[src/rtl/wash_pkg.sv]
// rtl/wash_pkg.sv - phase codes, program durations and phase sequencing helpers
// Optional PREWASH_EN adds the PREWASH phase between FILL and WASH.
package wash_pkg;

  localparam int DUR_W = 8;

  typedef logic [1:0] prog_t;

  typedef enum logic [2:0] {
    PH_IDLE  = 3'd0,
    PH_FILL  = 3'd1,
    PH_WASH  = 3'd2,
    PH_RINSE = 3'd3,
    PH_SPIN  = 3'd4,
    PH_DONE  = 3'd5,
    PH_PAUSE = 3'd6
`ifdef PREWASH_EN
    , PH_PREWASH = 3'd7
`endif
  } phase_e;

  // Per-program durations in ticks, packed prog 3 .. prog 0.
  localparam logic [4*DUR_W-1:0] FILL_DUR  = {8'd0,  8'd6,  8'd2, 8'd4};
  localparam logic [4*DUR_W-1:0] WASH_DUR  = {8'd0,  8'd40, 8'd8, 8'd20};
  localparam logic [4*DUR_W-1:0] RINSE_DUR = {8'd0,  8'd16, 8'd4, 8'd10};
  localparam logic [4*DUR_W-1:0] SPIN_DUR  = {8'd10, 8'd12, 8'd4, 8'd8};
  localparam logic [DUR_W-1:0]   PREWASH_DUR = 8'd6;

  function automatic logic [DUR_W-1:0] phase_dur(prog_t prog, phase_e ph);
    logic [DUR_W-1:0] d;
    d = '0;
    case (ph)
      PH_FILL:  d = FILL_DUR[prog*DUR_W +: DUR_W];
      PH_WASH:  d = WASH_DUR[prog*DUR_W +: DUR_W];
      PH_RINSE: d = RINSE_DUR[prog*DUR_W +: DUR_W];
      PH_SPIN:  d = SPIN_DUR[prog*DUR_W +: DUR_W];
`ifdef PREWASH_EN
      PH_PREWASH: d = (prog == 2'd3) ? '0 : PREWASH_DUR;
`endif
      default:  d = '0;
    endcase
    return d;
  endfunction

  function automatic phase_e seq_next(phase_e ph);
    phase_e n;
    case (ph)
      PH_IDLE:    n = PH_FILL;
`ifdef PREWASH_EN
      PH_FILL:    n = PH_PREWASH;
      PH_PREWASH: n = PH_WASH;
`else
      PH_FILL:    n = PH_WASH;
`endif
      PH_WASH:    n = PH_RINSE;
      PH_RINSE:   n = PH_SPIN;
      default:    n = PH_DONE;
    endcase
    return n;
  endfunction

  // First phase after ph with a nonzero duration, or DONE.
  function automatic phase_e next_active(prog_t prog, phase_e ph);
    phase_e p;
    p = seq_next(ph);
    for (int i = 0; i < 5; i++) begin
      if (p != PH_DONE && phase_dur(prog, p) == '0) p = seq_next(p);
    end
    return p;
  endfunction

endpackage

[src/rtl/tick_prescaler.sv]
// rtl/tick_prescaler.sv - emits a one-cycle tick every TICK_DIV enabled cycles
module tick_prescaler #(
  parameter int TICK_DIV = 4
) (
  input  logic clk,
  input  logic rst,
  input  logic clr,
  input  logic en,
  output logic tick
);

  localparam int W = (TICK_DIV > 2) ? $clog2(TICK_DIV) : 1;
  localparam logic [W-1:0] LAST = W'(TICK_DIV - 1);

  logic [W-1:0] count;

  assign tick = en & (count == LAST);

  always_ff @(posedge clk or negedge rst) begin
    if (!rst) begin
      count <= '0;
    end else if (clr) begin
      count <= '0;
    end else if (en) begin
      count <= tick ? '0 : count + 1'b1;
    end
  end

endmodule

[src/rtl/wash_cycle_sequencer.sv]
// rtl/wash_cycle_sequencer.sv - wash program FSM with per-phase command handshake and countdown
// Optional PREWASH_EN inserts the PREWASH phase (see wash_pkg).
module wash_cycle_sequencer
  import wash_pkg::*;
#(
  parameter int TICK_DIV = 50_000_000,
  parameter int CNT_W    = 8
) (
  input  logic             clk,
  input  logic             rst,
  input  logic             start,
  input  logic [1:0]       prog_sel,
  input  logic             door_closed,
  input  logic             pause,
  input  logic             cancel,
  input  logic             cmd_ready,
  output logic             cmd_valid,
  output logic [2:0]       ctrl,
  output logic [CNT_W-1:0] data_out,
  output logic             busy,
  output logic             done,
  output logic             door_lock
);

  phase_e           state_q, state_d;
  phase_e           saved_q, saved_d;
  prog_t            prog_q, prog_d;
  logic [CNT_W-1:0] cnt_q, cnt_d;
  logic             valid_q, valid_d;
  logic             in_phase, hold_req, tick;
  phase_e           nxt;

  always_comb begin
    in_phase = 1'b0;
    case (state_q)
      PH_FILL, PH_WASH, PH_RINSE, PH_SPIN: in_phase = 1'b1;
`ifdef PREWASH_EN
      PH_PREWASH: in_phase = 1'b1;
`endif
      default: in_phase = 1'b0;
    endcase
  end

  assign hold_req = pause | ~door_closed;

  // Prescaler runs only while counting down, and is frozen the cycle a pause is requested.
  tick_prescaler #(.TICK_DIV(TICK_DIV)) u_prescaler (
    .clk  (clk),
    .rst  (rst),
    .clr  ((in_phase & valid_q & cmd_ready) | cancel),
    .en   (in_phase & ~valid_q & ~hold_req & ~cancel),
    .tick (tick)
  );

  always_comb begin
    state_d = state_q;
    saved_d = saved_q;
    prog_d  = prog_q;
    cnt_d   = cnt_q;
    valid_d = valid_q;
    nxt     = PH_IDLE;
    if (cancel && state_q != PH_IDLE) begin
      state_d = PH_IDLE;
      saved_d = PH_IDLE;
      cnt_d   = '0;
      valid_d = 1'b0;
    end else begin
      case (state_q)
        PH_IDLE: begin
          if (start && door_closed) begin
            prog_d  = prog_sel;
            nxt     = next_active(prog_sel, PH_IDLE);
            state_d = nxt;
            if (nxt != PH_DONE) begin
              cnt_d   = CNT_W'(phase_dur(prog_sel, nxt));
              valid_d = 1'b1;
            end
          end
        end
        PH_DONE: begin
          if (!door_closed) state_d = PH_IDLE;
        end
        PH_PAUSE: begin
          if (!hold_req) begin
            state_d = saved_q;
            valid_d = 1'b1;
          end
        end
        default: begin
          if (hold_req) begin
            state_d = PH_PAUSE;
            saved_d = state_q;
            valid_d = 1'b0;
          end else if (valid_q) begin
            if (cmd_ready) valid_d = 1'b0;
          end else if (tick && cnt_q != '0) begin
            cnt_d = cnt_q - 1'b1;
            if (cnt_q == CNT_W'(1)) begin
              nxt     = next_active(prog_q, state_q);
              state_d = nxt;
              if (nxt != PH_DONE) begin
                cnt_d   = CNT_W'(phase_dur(prog_q, nxt));
                valid_d = 1'b1;
              end
            end
          end
        end
      endcase
    end
  end

  always_ff @(posedge clk or negedge rst) begin
    if (!rst) begin
      state_q <= PH_IDLE;
      saved_q <= PH_IDLE;
      prog_q  <= '0;
      cnt_q   <= '0;
      valid_q <= 1'b0;
    end else begin
      state_q <= state_d;
      saved_q <= saved_d;
      prog_q  <= prog_d;
      cnt_q   <= cnt_d;
      valid_q <= valid_d;
    end
  end

  assign cmd_valid = valid_q;
  assign ctrl      = state_q;
  assign data_out  = cnt_q;
  assign busy      = in_phase | (state_q == PH_PAUSE);
  assign done      = (state_q == PH_DONE);
  assign door_lock = busy;

endmodule

[config.mk]
export PLATFORM = sky130hd
export DESIGN_NAME = wash_cycle_sequencer
export DESIGN_NICKNAME = d
export VERILOG_FILES = /design/src/rtl/wash_pkg.sv /design/src/rtl/tick_prescaler.sv /design/src/rtl/wash_cycle_sequencer.sv
export SDC_FILE = /design/constraint.sdc
export NUM_CORES = 1
export LEC_CHECK = 0
export CELL_PAD_IN_SITES_DETAIL_PLACEMENT = 1
export CELL_PAD_IN_SITES_GLOBAL_PLACEMENT = 2
export CORE_AREA = 2 2 100 102
export DETAILED_ROUTE_END_ITERATION = 10
export DIE_AREA = 0 0 102 104
export HOLD_SLACK_MARGIN = 0.12
export PLACE_DENSITY_LB_ADDON = 0.1
export RECOVER_POWER = 100
export SETUP_SLACK_MARGIN = 0.05
export SLEW_MARGIN = 25
export SYNTH_ARGS = -nofsm -noshare
export SYNTH_HDL_FRONTEND = slang
export SYNTH_HIERARCHICAL = 1
export SYNTH_SLANG_ARGS = --single-unit
[constraint.sdc]
create_clock -name clk -period 4.6 [get_ports clk]
set_input_delay 0.69 -clock clk [delete_from_list [all_inputs] [get_ports clk]]
set_output_delay 0.69 -clock clk [all_outputs]
set_load 0.02 [all_outputs]
Word-level counts from Yosys, hierarchy flattened --
Cells that the tools add are included.
Word-level totals: input port bits 9, flip-flop bits (word level) 43, word-level logic and storage cells 322, output and inout bits 15
Operators by class: equality and inequality tests 78, bitwise operators 14, shift operators 8, mux-type cells 167, add/subtract/negate cells 2, reductions and logical operators 47
Operator list (number):
- $mux W8 | 53
- $pmux W8 S4 | 12
- $shiftx A32 B6 Y8 const A | 8
- $mux W3 | 74
- $pmux W3 S4 | 10
- $logic_not A8 Y1 | 10
- $eq A3 B2 Y1 const B | 26
- $mux W26 | 3
- $eq A3 B3 Y1 const B | 15
- $ne A3 B3 Y1 const B | 15
- $eq A3 B1 Y1 const B | 13
- $logic_not A3 Y1 | 11
- $add A26 B1 Y26 const B | 1
- $eq A26 B26 Y1 const B | 1
- $pmux W3 S3 | 2
- $pmux W8 S2 | 1
- $logic_and A1 B1 Y1 | 13
- $reduce_bool A6 Y1 | 2
- $mux W1 | 11
- $eq A8 B1 Y1 const B | 1
- $reduce_bool A8 Y1 | 1
- $sub A8 B1 Y8 const B | 1
- $and A1 B1 Y1 | 6
- $ne A2 B1 Y1 const B | 3
- other kinds (15) | 23

Logic depth before layout (Yosys ltp) --
depth after elaboration 107, depth in mapped cells 15, gate-level depth less buffers 12

By module --
Netlist, hierarchy kept.
Modules (own cells, without submodules):
- wash_cycle_sequencer | times used 1, area an instance 1839.3 µm², cells an instance 239, seq. area each 425.4 µm²
- tick_prescaler | times used 1, area an instance 1492.7 µm², cells an instance 157, seq. area each 650.6 µm²

Least setup slack after synthesis --
No wires, ideal clock.
path type register to register, start point register state_q[0], in the netlist ctrl[0], end point register state_q[1], in the netlist ctrl[1], period minus slack after synthesis 3484 ps, setup time 78 ps, data required time 4522 ps, path buffers 3, cell stages (with the launch flop) 16, arrival time 3406 ps, setup slack 1116 ps, path through dfrtp_1 clkbuf_1 clkbuf_1 clkbuf_1 o21ai_0 nand4_1 nor2_1 nor4b_1 and4_1 nand2_1 inv_1 nand2b_1 or4b_4 a22oi_1 o2bb2ai_1 o2bb2ai_1
Between the ends: elaborated cells on any way between the ends 150, classes of those cells 34 x eq/ne; 89 x mux; 4 x bitwise; 23 x reduce/logical
RTL lines:
- start, declared | RTL line wash_cycle_sequencer.sv:25 | phase_e state_q, state_d;
- start signal, assigned | RTL line wash_cycle_sequencer.sv:120 | state_q <= state_d;
- $eq A3 B2 Y1 (tied with other cells) | RTL line wash_cycle_sequencer.sv:35 | case (state_q)
- $reduce_or A4 Y1 * | RTL line wash_cycle_sequencer.sv:35
- $mux W1 * | RTL line wash_cycle_sequencer.sv:35
- $and A1 B1 Y1 * (3 in series) | RTL line wash_cycle_sequencer.sv:51 | .en (in_phase & ~valid_q & ~hold_req & ~cancel),
- $and A1 B1 Y1 * | RTL line tick_prescaler.sv:17 | assign tick = en & (count == LAST);
- via tick | RTL line wash_cycle_sequencer.sv:30 | logic in_phase, hold_req, tick;
- $logic_and A1 B1 Y1 * | RTL line wash_cycle_sequencer.sv:96 | end else if (tick && cnt_q != '0) begin
- $reduce_bool A6 Y1 (no source line) *
- $reduce_and A5 Y1 (no source line) *
Mark *: on every way through the listed nets, which the timed path passes. The rest lies on a longest branch. The select of a mux whose other input is x is not followed. A chain may end at the register's enable or synchronous reset.

Worst setup path after layout --
start point input port door_closed, end point register cnt_q[7], in the netlist data_out[7]
Between the ends: longest elaborated chain between the ends 9, elaborated cells on any way between the ends 12, classes of those cells 2 x eq/ne; 6 x bitwise; 4 x reduce/logical
RTL lines:
- start, declared | RTL line wash_cycle_sequencer.sv:13 | input logic door_closed,
- $not A1 Y1 | RTL line wash_cycle_sequencer.sv:44 | assign hold_req = pause | ~door_closed;
- $or A1 B1 Y1 | RTL line wash_cycle_sequencer.sv:44
- $not A1 Y1 | RTL line wash_cycle_sequencer.sv:51
- $and A1 B1 Y1 (2 in series) | RTL line wash_cycle_sequencer.sv:51
- $and A1 B1 Y1 | RTL line tick_prescaler.sv:17
- via tick | RTL line wash_cycle_sequencer.sv:30
- $logic_and A1 B1 Y1 | RTL line wash_cycle_sequencer.sv:96
- $reduce_bool A3 Y1 (no source line)
- $reduce_and A6 Y1 (no source line)
- end signal, assigned | RTL line wash_cycle_sequencer.sv:123 | cnt_q <= cnt_d;
- end, declared | RTL line wash_cycle_sequencer.sv:28 | logic [CNT_W-1:0] cnt_q, cnt_d;
The timed path passes the listed nets, and every way through them passes these cells.

==> run_results.csv <==
group,metric,value,unit
outcome,status,"complete, but fails checks",
outcome,violations,"max-capacitance violations, max-slew violations",
grt,antenna_found_initial,0,
drt,wl_per_cell,17.75,um
timing,setup_slack,0.7710,ns
timing,fin_setup_tns,0,ns
synthesis,synthArstFlopShare,100.0,%
cts,cts_tree,"built",
timing,hold_viol,0,
placement,dp_cells,542,
cts,cts_setup_buffers,0,
layout,final_cells,550,
power,p_int,1.065,mW
power,netSwitchingFraction,45.14,%
power,ir_worst_vdd,0.0002360,V
floorplan,rows,36,
timing,tightest_slew,2.513,ns
cts,cts.clk_slew.worst_paths,0.09,ns
grt,grt_pass1_wl,16330,um
floorplan,die_h,104,um
synthesis,synthDistinctLibCells,73,
cts,ctsHoldBuffers,0,
synthesis,synthFlopType,"dfrtp_1",
timing,fin_crit_sh,83.24,%
drt,drt_wl_total,9765,um
critical_path,cp-start-kind,"primary input",
synthesis,synth-seq-cells,43,
cts,cts_max_path_buffers,2,
floorplan,ioPinCount,24,
drt,vias_per_cell,5.555,
power,finalPower,1.941,mW
run,cap_violations,1,
critical_path,cp_max_fo,7,
cts,cts_buffers,5,
floorplan,die_area,10610,um2
layout,antenna_cells,0,
worst_hold_path,holdCritPathClass,"flop to flop",
power,power_frac_seq,26.9,%
cts,cts-root-buf,"clkbuf_8",
drt,drc,0,
timing,finClkSkew,0.01013,ns
synthesis,synth_cells,396,
timing,relSlewSlack,-67.56,%
drt,firstDrtPassIters,4,
placement,routabilityCongestion,0.7973,
synthesis,synthSimpleGateAreaFrac,29.25,%
drt,drt_iter0_drc,96,
power,p_sw,876.3,uW
cts,htreeDepth,2,
timing,max_clock_freq,261.2,MHz
synthesis,synth_top_family_by_area,"simple AND/OR/NAND/NOR gates",
drt,ant_nets,0,
synthesis,syn_area,3332,um2
grt,grt_pass1_vias,3116,
timing,drv_slew,44,
timing,setup_viol,0,
layout,final_nets,440,
synthesis,synth-compound-area-share,21.10,%
critical_path,cp.arrival,4.04,ns
critical_path,r2r_cells,12,
cts,clk_latency,0.30,ns
critical_path,worst-endpoint-required,4.81,ns
synthesis,synth_nets,420,
timing,rsz0062_at_grt,"no",
placement,place_ws,0.7113,ns
layout,drive_gt1_share,5.755,%
layout,synthToLayoutAreaGrowth,14.04,%
grt,grt-ovfl-total,0,
synthesis,synth-xor-area-share,6.046,%
drt,vias,3055,
floorplan,initial_utilization,34.89,%
placement,port_buffers,23,
synthesis,synth-edff-count,0,
cts,post_cts_resized,0,
synthesis,yosysSeqAreaShare,32.29,%
power,combPwrFrac,54.7,%
power,power.share.clock,18.4,%
grt,grt_util_all_layers,19.13,%
worst_hold_path,hold_path_depth,1,
critical_path,cp-end-kind,"flop",
power,leakagePower,1.529,nW
timing,min_period,3.829,ns
grt,grt_max_degree,44,
layout,n_fill_cell,1172,
placement,dp_hpwl,7288,um
critical_path,crit_type,"primary input to flop",
floorplan,die_x,102,um
floorplan,core-area,9549,um2
power,powerDensity,510.9,nW/um2
synthesis,synth_mux_area_share,1.277,%
synthesis,synthAdderAreaFrac,5.633,%
synthesis,syn_avg_cell_area,8.414,um2
cts,cts_num_sinks,43,
synthesis,synth_warnings,6,
[logic make-up after synthesis]
kind of cell	count (synthesis)
compound gates	103
simple gates	174
xor+xnor	23
flops	43
buf+inv	34
mux	4
fa+ha+maj	15
[final timing paths]
check                                         from                                 to  slack (ns)
min in group asynchronous                      rst  u_prescaler/count[13]$_DFFE_PN0P_        1.17
hold reg to reg            data_out[7]$_DFFE_PN0P_            data_out[7]$_DFFE_PN0P_        0.55
setup reg to reg               ctrl[2]$_DFFE_PN0P_            data_out[7]$_DFFE_PN0P_        1.23
setup / recovery                       door_closed            data_out[7]$_DFFE_PN0P_        0.77
max in group asynchronous                      rst              prog_q[0]$_DFFE_PN0P_        2.02
hold / removal             data_out[7]$_DFFE_PN0P_            data_out[7]$_DFFE_PN0P_        0.55
[layout by cell type, fill, tap and decap left out, types with 9 or more instances in the layout]
cell type | synthesis | routed
nand2b_1 | 10 | 10
dfrtp_1 | 43 | 43
ha_1 | 15 | 15
nor2_1 | 39 | 39
o21ai_0 | 20 | 23
nor3_1 | 8 | 9
nand4_1 | 11 | 11
nand3_1 | 19 | 19
nand2_1 | 32 | 32
a21oi_1 | 25 | 25
inv_1 | 16 | 16
dlygate4sd3_1 | 0 | 15
xor2_1 | 15 | 15
[state kept, by name (all words and copies together), names as in the netlist]
signal,cells
prog_q,2
data_out,8
u_prescaler/count,26
saved_q,3
ctrl,3
cmd_valid,1
[power groups by stage]
stage | combinational, mW | clock, mW | sequential [mW]
floorplan | 0.717 | 0 | 0.567
global placement | 1.10 | 0 | 0.529
detailed placement | 1.10 | 0 | 0.533
CTS | 1.11 | 0.369 | 0.527
global route | 1.19 | 0.385 | 0.538
finish | 1.06 | 0.357 | 0.523
[cells in the mapped netlist, types with 3 or more instances]
cell type / count / area (um2)
ha_1: 15 / 187.7
a211o_1: 3 / 26.28
a22oi_1: 3 / 22.52
o32ai_1: 3 / 26.28
o21ai_0: 20 / 100.1
dfrtp_1: 43 / 1076
nand4_1: 11 / 68.82
o21ai_1: 4 / 20.02
nor3_1: 8 / 40.04
nand2b_1: 10 / 62.56
o2bb2ai_1: 3 / 26.28
o211ai_1: 5 / 37.54
o22ai_1: 3 / 18.77
xor2_1: 15 / 131.4
buf_2: 6 / 30.03
nand3_1: 19 / 95.09
clkbuf_1: 8 / 30.03
and4_1: 3 / 26.28
inv_1: 16 / 60.06
xnor2_1: 8 / 70.07
nor4_1: 7 / 43.79
and2_1: 5 / 31.28
or3_1: 5 / 31.28
nand2_1: 32 / 120.1
and3_1: 8 / 50.05
a31oi_1: 6 / 37.54
o31ai_1: 4 / 30.03
a21oi_1: 25 / 125.1
nor2_1: 39 / 146.4
a31o_2: 3 / 26.28
[layer usage]
layer | track usage (%) | wire (um) | vias up
met3 | 2.419 | 167 | 10
met1 | 24.58 | 4448 | 1524
met5 | 0 | 0 | -
met4 | 4.381 | 137 | 0
met2 | 33.69 | 5011 | 27
li1 | - | - | 1494
[stage by stage]
step / cell area (um2) / hold WS (ns) / utilization [%]
floorplan: 3332 / 0.3944 / -
global placement: 3694 / 0.5146 / 38.68
detailed placement: 3696 / 0.5392 / 38.71
CTS: 3829 / 0.4063 / 40.09
global route: 3800 / 0.5557 / 39.79
finish: 3800 / 0.5488 / 39.79
[area by class of cell]
| cell class | count | area (um2) | share of cell area (%) |
|---|---|---|---|
| Multi-Input combinational cell | 319 | 2096 | 55.15 |
| Sequential cell | 43 | 1076 | 28.32 |
| Timing Repair Buffer | 30 | 265.3 | 6.981 |
| Tap cell | 133 | 166.4 | 4.379 |
| Clock buffer | 6 | 72.57 | 1.910 |
| Inverter | 17 | 63.81 | 1.679 |
| Clock inverter | 2 | 60.06 | 1.581 |
[critical path, stage by stage]
cell,delay (ns)
dlygate4sd3_1,0.67
nor2b_1,0.21
nand4_1,0.12
nor2_1,0.15
nor4b_1,0.33
and4_1,0.29
nand2_1,0.12
inv_1,0.09
nand2b_1,0.09
a211o_1,0.32
a211oi_1,0.50
nand3_1,0.23
o31ai_1,0.24
Power figures use the tool's default switching activity.
